$ cat src/rtl/sdram_init_refresh.sv
// SDRAM power-up init + periodic auto-refresh sequencer; owns the command bus until init is done
// and reclaims it for PRECHARGE-all + AUTO REFRESH. Define SDRAM_SIM_FAST_EN for short sim timing.
module sdram_init_refresh #(
  parameter int          INIT_CYCLES  = 10000,
  parameter int          INIT_REFRESH = 8,
  parameter int          REF_INTERVAL = 390,
  parameter int          T_RP         = 1,
  parameter int          T_RFC        = 4,
  parameter int          T_MRD        = 2,
  parameter logic [12:0] MODE_REG     = 13'h0020
) (
  input  logic        clk,
  input  logic        n_reset,
  input  logic        ctl_idle,
  output logic        gnt,
  output logic        ready,
  output logic        ref_due,
  output logic        ref_overrun,
  output logic        cke,
  output logic        cs_n,
  output logic        ras_n,
  output logic        cas_n,
  output logic        we_n,
  output logic [12:0] addr,
  output logic [1:0]  ba,
  output logic [1:0]  dqm
);

`ifdef SDRAM_SIM_FAST_EN
  localparam int INIT_EFF = 16;
  localparam int REF_EFF  = 64;
`else
  localparam int INIT_EFF = INIT_CYCLES;
  localparam int REF_EFF  = REF_INTERVAL;
`endif

  // Wait states exit when the delay counter reaches 1, so each wait lasts exactly its load value
  // (T_* and INIT_CYCLES-1 must be >= 1). Waits that hand the bus back use T+1 so the controller's
  // first command still respects the full gap after the last sequencer command.
  localparam logic [15:0] INIT_LOAD     = 16'(INIT_EFF - 1);
  localparam logic [15:0] REF_LOAD      = 16'(REF_EFF - 1);
  localparam logic [15:0] RP_LOAD       = 16'(T_RP);
  localparam logic [15:0] RFC_LOAD      = 16'(T_RFC);
  localparam logic [15:0] RFC_IDLE_LOAD = 16'(T_RFC + 1);
  localparam logic [15:0] MRD_IDLE_LOAD = 16'(T_MRD + 1);
  localparam logic [7:0]  INIT_REF_N    = 8'(INIT_REFRESH);
  localparam logic [12:0] ADDR_ALL_BANK = 13'h0400;

  typedef enum logic [3:0] {
    S_RESET, S_INIT_WAIT, S_PRE, S_WAIT_RP, S_REF, S_WAIT_RFC, S_LMR, S_WAIT_MRD, S_IDLE
  } state_t;

  // {cs_n, ras_n, cas_n, we_n}
  typedef enum logic [3:0] {
    CMD_LMR = 4'b0000,
    CMD_REF = 4'b0001,
    CMD_PRE = 4'b0010,
    CMD_NOP = 4'b0111,
    CMD_INH = 4'b1111
  } cmd_t;

  state_t      state;
  cmd_t        cmd_q;
  logic [15:0] dly;
  logic [15:0] rtimer;
  logic [7:0]  ref_cnt;
  logic        dly_done;
  logic        ref_clr;
  logic        ref_hit;

  assign {cs_n, ras_n, cas_n, we_n} = cmd_q;
  assign dly_done = (dly <= 16'd1);
  assign ref_clr  = (state == S_REF) && ready;
  assign ref_hit  = ready && (rtimer == 16'd0);

  // NOTE: every register here is state, so it is written with <= only; mixing in blocking
  // assignments would make the result depend on statement order and simulator scheduling.
  always_ff @(posedge clk) begin
    if (!n_reset) begin
      state       <= S_RESET;
      cmd_q       <= CMD_INH;
      dly         <= 16'd0;
      rtimer      <= 16'd0;
      ref_cnt     <= 8'd0;
      cke         <= 1'b0;
      addr        <= 13'd0;
      ba          <= 2'd0;
      dqm         <= 2'b11;
      gnt         <= 1'b0;
      ready       <= 1'b0;
      ref_due     <= 1'b0;
      ref_overrun <= 1'b0;
    end else begin
      cmd_q <= CMD_NOP;
      addr  <= 13'd0;
      ba    <= 2'd0;

      case (state)
        S_RESET: begin
          cke   <= 1'b1;
          dly   <= INIT_LOAD;
          state <= S_INIT_WAIT;
        end
        S_INIT_WAIT: begin
          if (dly_done) state <= S_PRE;
          else          dly   <= dly - 16'd1;
        end
        S_PRE: begin
          cmd_q <= CMD_PRE;
          addr  <= ADDR_ALL_BANK;
          dly   <= RP_LOAD;
          state <= S_WAIT_RP;
        end
        S_WAIT_RP: begin
          if (dly_done) state <= S_REF;
          else          dly   <= dly - 16'd1;
        end
        S_REF: begin
          cmd_q <= CMD_REF;
          state <= S_WAIT_RFC;
          if (ready) begin
            dly <= RFC_IDLE_LOAD;
          end else begin
            dly     <= RFC_LOAD;
            ref_cnt <= ref_cnt + 8'd1;
          end
        end
        S_WAIT_RFC: begin
          if (!dly_done) begin
            dly <= dly - 16'd1;
          end else if (ready) begin
            gnt   <= 1'b1;
            dqm   <= 2'b00;
            state <= S_IDLE;
          end else if (ref_cnt >= INIT_REF_N) begin
            state <= S_LMR;
          end else begin
            state <= S_REF;
          end
        end
        S_LMR: begin
          cmd_q <= CMD_LMR;
          addr  <= MODE_REG;
          dly   <= MRD_IDLE_LOAD;
          state <= S_WAIT_MRD;
        end
        S_WAIT_MRD: begin
          if (dly_done) begin
            gnt    <= 1'b1;
            dqm    <= 2'b00;
            ready  <= 1'b1;
            rtimer <= REF_LOAD;
            state  <= S_IDLE;
          end else begin
            dly <= dly - 16'd1;
          end
        end
        S_IDLE: begin
          if (ref_due && ctl_idle) begin
            gnt   <= 1'b0;
            dqm   <= 2'b11;
            state <= S_PRE;
          end
        end
        default: state <= S_RESET;
      endcase

      // Refresh timer runs from the end of init onward, including during a takeover. A deadline
      // landing on the REF cycle re-arms ref_due rather than counting as an overrun.
      if (ready) begin
        if (ref_hit) rtimer <= REF_LOAD;
        else         rtimer <= rtimer - 16'd1;
      end
      ref_due <= (ref_due && !ref_clr) || ref_hit;
      if (ref_hit && ref_due && !ref_clr) ref_overrun <= 1'b1;
    end
  end

endmodule

$ cat config.mk
export PLATFORM = sky130hd
export DESIGN_NAME = sdram_init_refresh
export DESIGN_NICKNAME = d
export VERILOG_FILES = /design/src/rtl/sdram_init_refresh.sv
export SDC_FILE = /design/constraint.sdc
export NUM_CORES = 1
export LEC_CHECK = 0
export ABC_AREA = 1
export CAP_MARGIN = 5
export CORE_UTILIZATION = 35
export DETAILED_ROUTE_END_ITERATION = 10
export RECOVER_POWER = 50
export SYNTH_ARGS = -nofsm -noshare
export SYNTH_HDL_FRONTEND = slang
export SYNTH_SLANG_ARGS = --single-unit
$ cat constraint.sdc
create_clock -name clk -period 1.6 [get_ports clk]
set_input_delay 0.32 -clock clk [delete_from_list [all_inputs] [get_ports clk]]
set_output_delay 0.32 -clock clk [all_outputs]
set_load 0.02 [all_outputs]
# Word-level counts from Yosys, hierarchy flattened

Index checks and enable logic that the tools add are counted.
Widths: inputs -> output; s select.

Mux-type cells: 27
$add $sub $neg: 3
Equality and inequality tests: 15
Order comparisons: 2
Reduce and logical (&&, ||, !) cells: 21
Bitwise gates (word level): 1

Operators by type and width:

| cell                  | number |
|---|---|
| $mux 16               | 5 |
| $pmux 16 s5           | 1 |
| $pmux 4 s9            | 1 |
| $sub 16x1->16 const B | 2 |
| $mux 4                | 6 |
| $pmux 11 s2           | 1 |
| $eq 4x3->1 const B    | 4 |
| $le 16x1->1 const B   | 1 |
| $logic_not 16->1      | 1 |
| $ne 2x2->1 const B    | 7 |
| $mux 2                | 5 |
| $reduce_and 5->1      | 2 |
| $pmux 3 s3            | 1 |
| $add 8x1->8 const B   | 1 |
| $eq 4x2->1 const B    | 2 |
| $ge 8x4->1 const B    | 1 |
| $reduce_and 2->1      | 4 |
| $logic_and 1x1->1     | 6 |
| $pmux 2 s3            | 1 |
| $mux 1                | 5 |
| $reduce_bool 5->1     | 1 |
| $eq 4x1->1 const B    | 1 |
| $eq 4x4->1 const B    | 1 |
| $logic_not 4->1       | 1 |
| 7 further kinds       | 8 |

Input port bits: 3
Word-level logic and storage cells: 81
Register bits after elaboration: 68
Output and inout port bits: 26

# Longest topological paths before layout

Gate-level depths: netlist of run 1.

Word-level depth: 5
Mapped depth: 12
Gate-level depth less buffers: 12

# Worst setup path after synthesis of run 1

Ideal clock, no wire load.

Path type: register to register
From: reg dly[0]
To: reg rtimer[10]
Required time: 1.468 ns
Period minus slack after synthesis: 1.487 ns
Library setup time: 0.132 ns
Stages on the path, launching flop included: 11
Path buffers: 1
Arrival time: 1.355 ns
Setup slack: 0.113 ns
Cells stage by stage: dfxtp_1 > inv_1 > ha_1 > inv_1 > nand2_1 > nand2_1 > nor2_4 > nand4_2 > buf_4 > nand3_1 > a21oi_1

Longest elaborated chain between the ends: 3

RTL lines:

| what                        | RTL line | source |
|---|---|---|
| start, declared             | 64       | `logic [15:0] dly;` |
| start signal, assigned      | 106      | `else dly <= dly - 16'd1;` |
| start signal, assigned      | 116      | `else dly <= dly - 16'd1;` |
| start signal, assigned      | 130      | `dly <= dly - 16'd1;` |
| $le 16x1->1                 | 72       | `assign dly_done = (dly <= 16'd1);` |
| $reduce_bool 2->1 (no line) | n/a      |  |
| $reduce_and 2->1 (no line)  | n/a      |  |
| end signal, assigned        | 172      | `else rtimer <= rtimer - 16'd1;` |
| end, declared               | 65       | `logic [15:0] rtimer;` |

No other way between the ends.
A chain may end at the register's enable or synchronous reset.

# Worst setup path after layout of run 1

From: reg cmd_q[2]
To: out ras_n

RTL lines:

| what                   | RTL line | source |
|---|---|---|
| start, declared        | 63       | `cmd_t cmd_q;` |
| start signal, assigned | 81       | `cmd_q <= CMD_INH;` |
| start signal, assigned | 94       | `cmd_q <= CMD_NOP;` |
| start signal, assigned | 109      | `cmd_q <= CMD_PRE;` |
| end, declared          | 21       | `output logic ras_n,` |

No word-level cell between the ends.

==> flow_metrics.env, run 1 <==
export IMPL_root_buffer="clkbuf_8"
export IMPL_cp_arrival_ps=1230
export IMPL_cp_buffers_inverters=1
export IMPL_rsz0062_at_grt="true"
export IMPL_pre_cts_ws_ps=10.87
export IMPL_clock_sinks=56
export IMPL_met2_usage_pct=28.19
export IMPL_post_dp_cell_area_mm2=0.003593
export IMPL_synth_seq_cells=56
export IMPL_hold_worst_slack_ps=470.1
export IMPL_worstPathMaxFanout=1
export IMPL_grt_util_all_layers_pct=16.27
export IMPL_hold_buffers=0
export IMPL_fmax_ghz=0.6446
export IMPL_design_core_area_mm2=0.008891
export IMPL_clock_latency_ps=320
export IMPL_cp_top_family="buffers and inverters"
export IMPL_end_kind="output port"
export IMPL_utilization_pct=43.29
export IMPL_fin_ws_ps=48.60
export IMPL_drive_gt1_share_pct=15.81
export IMPL_crit_required_ps=1280
export IMPL_drt_wl_total_mm=7.602
export IMPL_startpoint_type="flop"
export IMPL_die_w_um=98.80
export IMPL_hpwlAfterDp_mm=5.559
export IMPL_status="finished clean"
export IMPL_min_period_ps=1551
export IMPL_power_uw=5211
export IMPL_mostFrequentLayoutCells="nand2_1, nor2_1, nand3_1"
export IMPL_fillers=941
export IMPL_p_comb_share_pct=45.3
export IMPL_p_per_area_mw_per_mm2=1354
export IMPL_min_path_type="reg -> reg"
export IMPL_grt_pass1_wl_mm=13.07
export IMPL_slew_viol_final=0
export IMPL_diodes=0
export IMPL_synth_avg_cell_area_um2=6.679
export IMPL_drt_pre_antenna_iters=4
export IMPL_fin_crit_sh_pct=96.96
export IMPL_numCtsBuffers=5
export IMPL_nNetsFinal=533
export IMPL_path_clk_slew_ps=100
export IMPL_gr_max_usage_layer="met2"
export IMPL_p_sw_uw=2144
export IMPL_ys_seq_area_share_pct=34.19
export IMPL_cp_slowest_cell="clkdlybuf4s50_1"
export IMPL_final_cell_area_mm2=0.003849
export IMPL_path_class="reg -> out"
export IMPL_vias=3128
export IMPL_cts_tree="done"
export IMPL_grt_use_met3_pct=3.050
export IMPL_power_internal_uw=3067
export IMPL_start_util_pct=36.88
export IMPL_gp_congestion=0.8232
export IMPL_ant_nets=0
export IMPL_critPathMaxStageDelay_ps=590
export IMPL_ir_worst_vdd_mv=0.5538
export IMPL_numPortBuffers=15
export IMPL_clk_path_buf_depth=2
export IMPL_setup_violations=0
export IMPL_fin_skew_ps=9.610
export IMPL_area_growth_pct=17.36
export IMPL_reg2reg_slack_ps=50
export IMPL_htreeDepth=2
export IMPL_first_global_vias=2935
export IMPL_netlist_instances=491
export IMPL_antenna_found_initial=0
export IMPL_fp_dieArea_mm2=0.009760
export IMPL_grt_ovfl_total=0
export IMPL_synth_distinct_cells=42
export IMPL_wl_per_cell_um=12.01
export IMPL_grt_use_met1_pct=20.73
export IMPL_cp_cell_sequence="clkdlybuf4s50_1"
export IMPL_hold_viol=0
export IMPL_final_common_cell="nand2_1"
export IMPL_ios=29
export IMPL_die_h_um=98.80
export IMPL_pwr_share_clk_pct=19.8
export IMPL_drt_initial_drc_count=126
export IMPL_drc=0
export IMPL_ys_warnings_count=0
export IMPL_leakage_uw=0.001701
export IMPL_syn_area_mm2=0.003279
export IMPL_cap_violations=0
export IMPL_power_frac_seq_pct=35.0
export IMPL_routed_via_density=4.942
export IMPL_placementRows=34
export IMPL_p_sw_share_pct=41.15
export IMPL_grt_max_degree=34
[cell families after synthesis]
logic type	synth area share, %
flip-flops	34.19
adder cells (fa/ha/maj)	2.289
AO/OA/AOI/OAI	9.577
other	0.1144
buffers and inverters	12.78
AND/OR/NAND/NOR	39.18
XOR/XNOR	1.870
[cells in the mapped netlist]
| master | number | area share [%] |
|---|---|---|
| inv_2 | 3 | 0.34 |
| xnor2_1 | 2 | 0.53 |
| nand4_4 | 1 | 0.65 |
| a21o_1 | 1 | 0.23 |
| nor4_1 | 1 | 0.19 |
| buf_6 | 3 | 1.0 |
| nand4_2 | 1 | 0.38 |
| nand2_2 | 5 | 0.95 |
| o21a_1 | 1 | 0.23 |
| nor2_2 | 8 | 1.5 |
| ha_1 | 6 | 2.3 |
| a21oi_1 | 35 | 5.3 |
| nand3_1 | 58 | 8.9 |
| conb_1 | 1 | 0.11 |
| a31oi_1 | 1 | 0.19 |
| nand2_1 | 90 | 10 |
| clkbuf_8 | 1 | 0.42 |
| o21ai_0 | 12 | 1.8 |
| clkinv_1 | 2 | 0.23 |
| nor3_2 | 3 | 0.92 |
| a31o_2 | 1 | 0.27 |
| dfxtp_1 | 56 | 34 |
| buf_2 | 3 | 0.46 |
| o21bai_1 | 2 | 0.46 |
| xor2_1 | 5 | 1.3 |
| nor2_1 | 85 | 9.7 |
| nor2_4 | 2 | 0.69 |
| nand4_1 | 12 | 2.3 |
| inv_1 | 55 | 6.3 |
| clkbuf_1 | 3 | 0.34 |
| nor3_1 | 2 | 0.31 |
| nand2_4 | 1 | 0.34 |
| and2_2 | 1 | 0.23 |
| nor3b_1 | 2 | 0.46 |
| a21oi_2 | 1 | 0.27 |
| buf_4 | 16 | 3.7 |
| nand3b_1 | 3 | 0.69 |
| o21ai_1 | 2 | 0.31 |
| or2_2 | 1 | 0.19 |
| o22ai_1 | 1 | 0.19 |
| nor3_4 | 1 | 0.50 |
| o2111ai_1 | 1 | 0.27 |
[through the flow]
| step | instances | setup TNS, ps |
|---|---|---|
| 5_1_grt | 633 | -223.2 |
| 2_1_floorplan | 503 | 0 |
| 3_5_place_dp | 622 | 0 |
| 6_report | 633 | 0 |
| 4_1_cts | 630 | 0 |
| 3_3_place_gp | 622 | 0 |
[worst paths after layout]
kind                           start                      end  depth (start not counted)
max reg2reg      dly[1]$_SDFFE_PN0P_      dly[1]$_SDFFE_PN0P_                         12
min          ref_cnt[7]$_SDFFE_PN0P_  ref_cnt[7]$_SDFFE_PN0P_                          2
min reg2reg  ref_cnt[7]$_SDFFE_PN0P_  ref_cnt[7]$_SDFFE_PN0P_                          2
max              cmd_q[2]$_SDFF_PN1_                    ras_n                          1
[routing by layer]
layer  share of wire [%]  up-vias  wire [µm]
met3                 2.8        7        213
met2                  48       41       3657
met4                0.96        0         73
met5                   0        -          0
met1                  48     1464       3658
li1                    -     1616          -
[sequential cells by signal (all words and copies together) (netlist names)]
name and cells:
state 4, addr 2, dqm 1, ready 1
ref_due 1, ref_cnt 8, dly 16, cke 1
gnt 1, ref_overrun 1, cmd_q 4, rtimer 16
[cell type report]
class	count	area (µm²)	area share (%)
multi-input combinational	361	1893	49.19
timing repair buffer	40	335.3	8.713
clock buffer	7	96.34	2.503
sequential	56	1126	29.26
inverter	60	232.7	6.047
tap	108	135.1	3.511
clock inverter	1	30.03	0.7802
[power groups by stage]
| stage | Sequential (µW) | Clock [µW] | Combinational, µW |
|---|---|---|---|
| 6_report | 1820 | 1030 | 2360 |
| 5_1_grt | 1850 | 1130 | 2650 |
| 4_1_cts | 1780 | 1070 | 2110 |
| 3_5_place_dp | 1810 | 0 | 2110 |
| 3_3_place_gp | 1810 | 0 | 2080 |
| 2_1_floorplan | 1800 | 0 | 1600 |
[what timing repair did]
item,in CTS,in global routing
cloned,0,0
pin swaps,0,14
resized for setup,7,47
endpoints found under the setup margin,9,42
buffers inserted,0,3
Power figures use the tool's default switching activity.
==> run 2, diff against run 1 <==
ABC_CLOCK_PERIOD_IN_PS = 1600   (was not set)
MAX_ROUTING_LAYER = met4   (was not set)
SLEW_MARGIN = 0   (was not set)
==> run 2 against run 1 <==
  * Sequential cell count stayed put
  * Clock skew hardly changed
  * Critical path depth is 11 higher
  * First-iteration DRC count is 10% higher
  * Global-route usage is 0.49 points higher
  * Cell area stayed put
  * Clock power hardly changed
  * Sequential share of layout area stayed put
  * Critical endpoint is now dly[1]$_SDFFE_PN0P_
==> flow_metrics.env, run 2 (same netlist as run 1, synthesis figures left out) <==
export IMPL_final_cell_area_mm2=0.003849
export IMPL_drt_initial_drc_count=139
export IMPL_path_class="reg -> reg"
export IMPL_hpwlAfterDp_mm=5.559
export IMPL_crit_required_ps=1850
export IMPL_drc=0
export IMPL_placed_cells=622
export IMPL_diodes=0
export IMPL_cp_arrival_ps=1800
export IMPL_fin_cells=633
export IMPL_min_period_ps=1553
export IMPL_nNetsFinal=533
export IMPL_ir_worst_vdd_mv=0.5536
export IMPL_final_common_cell="nand2_1"
export IMPL_hold_worst_slack_ps=469.6
export IMPL_p_sw_uw=2147
export IMPL_utilization_pct=43.29
export IMPL_wl_per_cell_um=12.00
export IMPL_rsz0062_at_grt="true"
export IMPL_holdPathStages=2
export IMPL_cts_tree="done"
export IMPL_p_per_area_mw_per_mm2=1355
export IMPL_p_comb_share_pct=45.2
export IMPL_fp_dieArea_mm2=0.009760
export IMPL_fmax_ghz=0.6437
export IMPL_placementRows=34
export IMPL_numCtsBuffers=5
export IMPL_p_sw_share_pct=41.17
export IMPL_drt_wl_total_mm=7.598
export IMPL_gp_congestion=0.8356
export IMPL_htreeDepth=2
export IMPL_hold_viol=0
export IMPL_reg2reg_depth=12
export IMPL_ios=29
export IMPL_fillers=941
export IMPL_pre_cts_ws_ps=10.87
export IMPL_vias=3127
export IMPL_cap_violations=0
export IMPL_timing_rr_start="dly[1]$_SDFFE_PN0P_"
export IMPL_holdPathEnd="ref_cnt[7]$_SDFFE_PN0P_"
export IMPL_area_growth_pct=17.36
export IMPL_setup_violations=0
export IMPL_grt_util_all_layers_pct=16.76
export IMPL_path_clk_slew_ps=100
export IMPL_pwr_share_clk_pct=19.8
export IMPL_seq_area_mm2=0.001126
export IMPL_root_buffer="clkbuf_8"
export IMPL_multi_input_area_mm2=0.001893
export IMPL_startpoint_type="flop"
export IMPL_hold_start="ref_cnt[7]$_SDFFE_PN0P_"
export IMPL_design_core_area_mm2=0.008891
export IMPL_drive_gt1_share_pct=15.81
export IMPL_clock_sinks=56
export IMPL_clk_path_buf_depth=2
export IMPL_reg2reg_slack_ps=50
export IMPL_post_dp_cell_area_mm2=0.003593
export IMPL_min_path_type="reg -> reg"
export IMPL_power_frac_seq_pct=35.0
export IMPL_clock_latency_ps=320
export IMPL_grt_max_degree=34
export IMPL_fin_skew_ps=9.124
export IMPL_die_h_um=98.80
export IMPL_grt_pass1_wl_mm=13.07
export IMPL_first_global_vias=2935
export IMPL_power_internal_uw=3067
export IMPL_leakage_uw=0.001701
export IMPL_drt_pre_antenna_iters=4
export IMPL_grt_ovfl_total=0
export IMPL_numPortBuffers=15
export IMPL_hold_buffers=0
export IMPL_fin_crit_sh_pct=97.09
export IMPL_antenna_found_initial=0
export IMPL_end_kind="flop"
export IMPL_worstPathMaxFanout=10
export IMPL_ant_nets=0
export IMPL_routed_via_density=4.940
export IMPL_status="finished clean"
export IMPL_fin_ws_ps=46.59
export IMPL_mostFrequentLayoutCells="nand2_1, nor2_1, nand3_1"
export IMPL_die_w_um=98.80
export IMPL_r2r_end="dly[1]$_SDFFE_PN0P_"
export IMPL_top_regs="dly (16), rtimer (16), ref_cnt (8)"
export IMPL_start_util_pct=36.88
export IMPL_slew_viol_final=0
==> run 2: cell counts in the layout (fill, tap and decap cells not counted) <==
No cell type changed its count.
==> run 2: final cells by class <==
| type | instances | share of cell area, % |
|---|---|---|
| sequential | 56 | 29.26 |
| clock inverter | 1 | 0.7802 |
| multi-input combinational | 361 | 49.19 |
| tap | 108 | 3.511 |
| timing repair buffer | 40 | 8.713 |
| clock buffer | 7 | 2.503 |
| inverter | 60 | 6.047 |
==> run 2: worst max-delay path by stage <==
stage	from	to	slack [ps]
2_1_floorplan	dly[0]$_SDFFE_PN0P_	rtimer[10]$_SDFFE_PN0P_	110
3_3_place_gp	dly[0]$_SDFFE_PN0P_	dly[10]$_SDFFE_PN0P_	20
3_5_place_dp	dly[0]$_SDFFE_PN0P_	dly[1]$_SDFFE_PN0P_	10
4_1_cts	ref_overrun$_SDFFE_PN0P_	ref_overrun	2
5_1_grt	dly[1]$_SDFFE_PN0P_	dly[1]$_SDFFE_PN0P_	-30
6_report	dly[1]$_SDFFE_PN0P_	dly[1]$_SDFFE_PN0P_	50
==> run 2: per-layer routing <==
metal	track usage [%]	routed length, µm
met5	-	0
met2	28.19	3662
met3	3.050	227
met4	4.133	76
met1	20.73	3630
==> run 2: per-stage QoR <==
stage	power, µW	TNS (ps)
2_1_floorplan	3401	0
3_3_place_gp	3890	0
3_5_place_dp	3916	0
4_1_cts	4960	0
5_1_grt	5630	-227.3
6_report	5214	0
==> run 2: power by group through the flow <==
| stage | clock network [µW] | registers [µW] | logic [µW] |
|---|---|---|---|
| after detailed placement | 0 | 1810 | 2110 |
| after global placement | 0 | 1810 | 2080 |
| after global routing | 1130 | 1850 | 2650 |
| after floorplan | 0 | 1800 | 1600 |
| final | 1030 | 1820 | 2360 |
| after CTS | 1070 | 1780 | 2110 |
==> run 2: worst max-delay path, stage by stage, from the launching register on <==
cell	delay, ps
dfxtp_2	360
inv_4	80
ha_4	140
inv_2	40
nand2_2	60
nand2_2	60
nor2_4	160
nand4_4	130
nand2_4	140
inv_4	80
nand2_4	80
nor2_1	50
nor2_1	120
==> run 2: what timing repair did <==
item	in CTS	in global routing
resized for setup	7	47
setup endpoints to repair	9	42
setup buffers	0	3
pin swaps	0	14
gates cloned	0	0
endpoints found under the hold margin	0	0
==> run 3, diff against run 2 <==
ABC_AREA = not set   (was 1)
==> run 3 against run 2 <==
  * Largest power group is now sequential cells
  * Global-route usage increased by 1.8 points
  * The run now ends with negative setup slack left
  * Via count is 8.2% lower
  * Combinational power fell by 46%
  * Power is 30% lower
  * Sequential power fell by 16%
  * Non-clock buffer count rose by 61
  * Worst hold slack got worse by 18 ps
  * Synthesized cell count is 29% lower
  * Final cell count fell by 15%
  * Highest routed layer unchanged
==> flow_metrics.env, run 3 <==
export IMPL_grt_pass1_wl_mm=12.70
export IMPL_clock_sinks=56
export IMPL_gr_max_usage_layer="met2"
export IMPL_wl_per_cell_um=14.30
export IMPL_cts_tree="done"
export IMPL_numCtsBuffers=5
export IMPL_grt_util_all_layers_pct=18.60
export IMPL_grt_ovfl_total=0
export IMPL_grt_max_degree=21
export IMPL_synth_top_area_share_pct=38.24
export IMPL_hold_buffers=0
export IMPL_drt_initial_drc_count=161
export IMPL_min_path_type="reg -> reg"
export IMPL_ios=29
export IMPL_violations="negative setup slack"
export IMPL_synth_most_common_cell="dfxtp_1"
export IMPL_cp_arrival_ps=2270
export IMPL_routed_via_density=5.315
export IMPL_synth_largest_area_cell="dfxtp_1"
export IMPL_start_util_pct=35.86
export IMPL_final_common_cell="buf_4"
export IMPL_drc=0
export IMPL_die_h_um=93.52
export IMPL_power_internal_uw=2413
export IMPL_synth_top_flop_cell="dfxtp_1"
export IMPL_path_class="reg -> reg"
export IMPL_gp_congestion=0.8383
export IMPL_startpoint_type="flop"
export IMPL_drt_wl_total_mm=7.722
export IMPL_status="complete, but fails checks"
export IMPL_fin_skew_ps=16.14
export IMPL_met2_usage_pct=28.06
export IMPL_synth_distinct_cells=58
export IMPL_async_reset_ff_share_pct=0
export IMPL_synth_seq_cells=56
export IMPL_power_uw=3630
export IMPL_placementRows=33
export IMPL_p_sw_share_pct=33.51
export IMPL_htreeDepth=2
export IMPL_reg2reg_slack_ps=-410
export IMPL_numPortBuffers=15
export IMPL_ant_nets=0
export IMPL_grt_use_met3_pct=2.764
export IMPL_synthTopCellsByCount="dfxtp_1, nor2_1, nand2_1, a21oi_1, buf_4"
export IMPL_top_regs="dly (16), rtimer (16), ref_cnt (8)"
export IMPL_holdPathEnd="cmd_q[1]$_SDFF_PN1_"
export IMPL_ys_warnings_count=0
export IMPL_cp_slowest_cell="dfxtp_4"
export IMPL_path_clk_slew_ps=110
export IMPL_ys_seq_area_share_pct=38.24
export IMPL_p_comb_share_pct=35.2
export IMPL_power_frac_seq_pct=42.1
export IMPL_r2r_end="dly[15]$_SDFFE_PN0P_"
export IMPL_mostFrequentLayoutCells="buf_4, dfxtp_1, nor2_1"
export IMPL_max_slew_margin_pct=58.61
export IMPL_min_period_ps=2012
export IMPL_root_buffer="clkbuf_8"
export IMPL_fmax_ghz=0.4970
export IMPL_hold_start="state[2]$_SDFFE_PN0P_"
export IMPL_vias=2870
export IMPL_diodes=0
export IMPL_fin_cells=540
export IMPL_cap_violations=0
export IMPL_hpwlAfterDp_mm=5.135
export IMPL_slew_viol_final=0
export IMPL_tightestPinTransition_ps=616.7
export IMPL_fp_dieArea_mm2=0.008746
export IMPL_netlist_instances=348
export IMPL_p_per_area_mw_per_mm2=870.4
export IMPL_crit_required_ps=1850
export IMPL_timing_rr_start="dly[0]$_SDFFE_PN0P_"
export IMPL_leakage_uw=0.001673
export IMPL_ir_worst_vdd_mv=0.4061
export IMPL_hold_viol=0
export IMPL_rsz0062_at_grt="true"
export IMPL_grt_use_met1_pct=25.82
export IMPL_antenna_found_initial=0
export IMPL_fin_ws_ps=-412.1
export IMPL_design_core_area_mm2=0.008175
export IMPL_first_global_vias=2601
export IMPL_fin_crit_sh_pct=125.8
export IMPL_p_sw_uw=1216
export IMPL_drive_gt1_share_pct=36.09
export IMPL_nNetsFinal=443
export IMPL_die_w_um=93.52
export IMPL_area_growth_pct=42.25
export IMPL_critPathMaxStageDelay_ps=400
export IMPL_placed_cells=522
export IMPL_reg2reg_depth=9
export IMPL_clock_latency_ps=320
export IMPL_cp_cell_sequence="inv_4 > ha_4 > nor2_4 > nor4_4 > buf_4 > buf_2 > a2111oi_4 > or3b_1 > a21oi_1"
export IMPL_drt_pre_antenna_iters=4
export IMPL_synth_area_leaders="dfxtp_1, nor2_1, buf_4"
export IMPL_synth_edf_count=0
export IMPL_setup_violations=44
export IMPL_pwr_share_clk_pct=22.7
export IMPL_clk_path_buf_depth=2
export IMPL_syn_area_mm2=0.002932
export IMPL_holdPathStages=1
export IMPL_synth_avg_cell_area_um2=8.424
export IMPL_worstPathMaxFanout=6
export IMPL_end_kind="flop"
==> run 3: changes by cell type after synthesis, moves of 10 or more <==
cell      delta
nand2_1     -69
xnor2_1     +10
a21oi_1     -17
nand3_1     -46
nor3_1      +13
inv_1       -44
clkbuf_1    +12
nor2_1      -45
==> run 3: worst max-delay path by stage <==
stage / cells after the start / endpoint / start
floorplan: 6 / dqm[0]$_SDFFE_PN1P_ / dly[12]$_SDFFE_PN0P_
global placement: 8 / dly[15]$_SDFFE_PN0P_ / dly[0]$_SDFFE_PN0P_
detailed placement: 8 / dly[15]$_SDFFE_PN0P_ / dly[0]$_SDFFE_PN0P_
CTS: 6 / rtimer[13]$_SDFFE_PN0P_ / dly[13]$_SDFFE_PN0P_
global route: 9 / rtimer[10]$_SDFFE_PN0P_ / dly[13]$_SDFFE_PN0P_
finish: 9 / dly[15]$_SDFFE_PN0P_ / dly[0]$_SDFFE_PN0P_
==> run 3: power by group through the flow <==
| stage | sequential (µW) | combinational [µW] | clock [µW] |
|---|---|---|---|
| 5_1_grt | 1540 | 1380 | 899 |
| 2_1_floorplan | 1560 | 620 | 0 |
| 6_report | 1530 | 1280 | 825 |
| 3_3_place_gp | 1550 | 987 | 0 |
| 4_1_cts | 1520 | 1090 | 841 |
| 3_5_place_dp | 1550 | 988 | 0 |
==> run 3: layout make-up <==
type                       count  area (µm²)
multi-input combinational    258        1949
clock inverter                 3       22.52
timing repair buffer         101       817.0
tap                          105       131.4
fill                         731        4005
clock buffer                   5       68.82
sequential                    56        1134
inverter                      12       47.55
==> run 3: what timing repair did <==
| item | in CTS | in global routing |
|---|---|---|
| resized for setup | 21 | 46 |
| endpoints found under the setup margin | 44 | 48 |
| setup buffers | 3 | 6 |
| cloned | 1 | 1 |
| pin swaps | 4 | 11 |
==> run 3: critical path, delay by kind of cell, from the launching register on <==
family          cells  cell delay (ps)
simple gates        3              530
compound gates      2              480
flops               1              400
buf+inv             3              380
fa+ha+maj           1              160
==> run 3: metrics by stage <==
step	instance area [µm²]	hold WS [ps]	worst slack [ps]	util [%]	TNS, ps
after floorplan	3126	444.2	-290.7	-	-6723
after global placement	3785	439.8	-296.9	46.30	-7479
after detailed placement	3785	445.4	-348.5	46.30	-8962
after CTS	3971	469.9	-354.0	48.58	-10400
after global routing	4170	493.2	-510.0	51.01	-16780
final	4170	451.7	-412.1	51.01	-11570
==> run 3: layer usage <==
| metal | up-vias | part of all wire, % |
|---|---|---|
| met5 | - | 0 |
| met4 | 0 | 1.4 |
| met3 | 10 | 4.3 |
| met2 | 70 | 45 |
| met1 | 1363 | 49 |
| li1 | 1427 | - |
==> run 3: kinds of logic (layout without fill, tap and decap cells) <==
| family | after synthesis | in the layout | share of synthesized area [%] |
|---|---|---|---|
| DFF | 56 | 56 | 38.24 |
| buffers and inverters | 46 | 121 | 8.109 |
| other | 1 | 13 | 0.1279 |
| muxes | 2 | 2 | 0.6829 |
| xor gates and xnor gates | 16 | 16 | 4.780 |
| and+or+nand+nor | 132 | 132 | 24.41 |
| AOI/OAI and AO/OA | 89 | 89 | 21.08 |
| adders and majority gates | 6 | 6 | 2.561 |
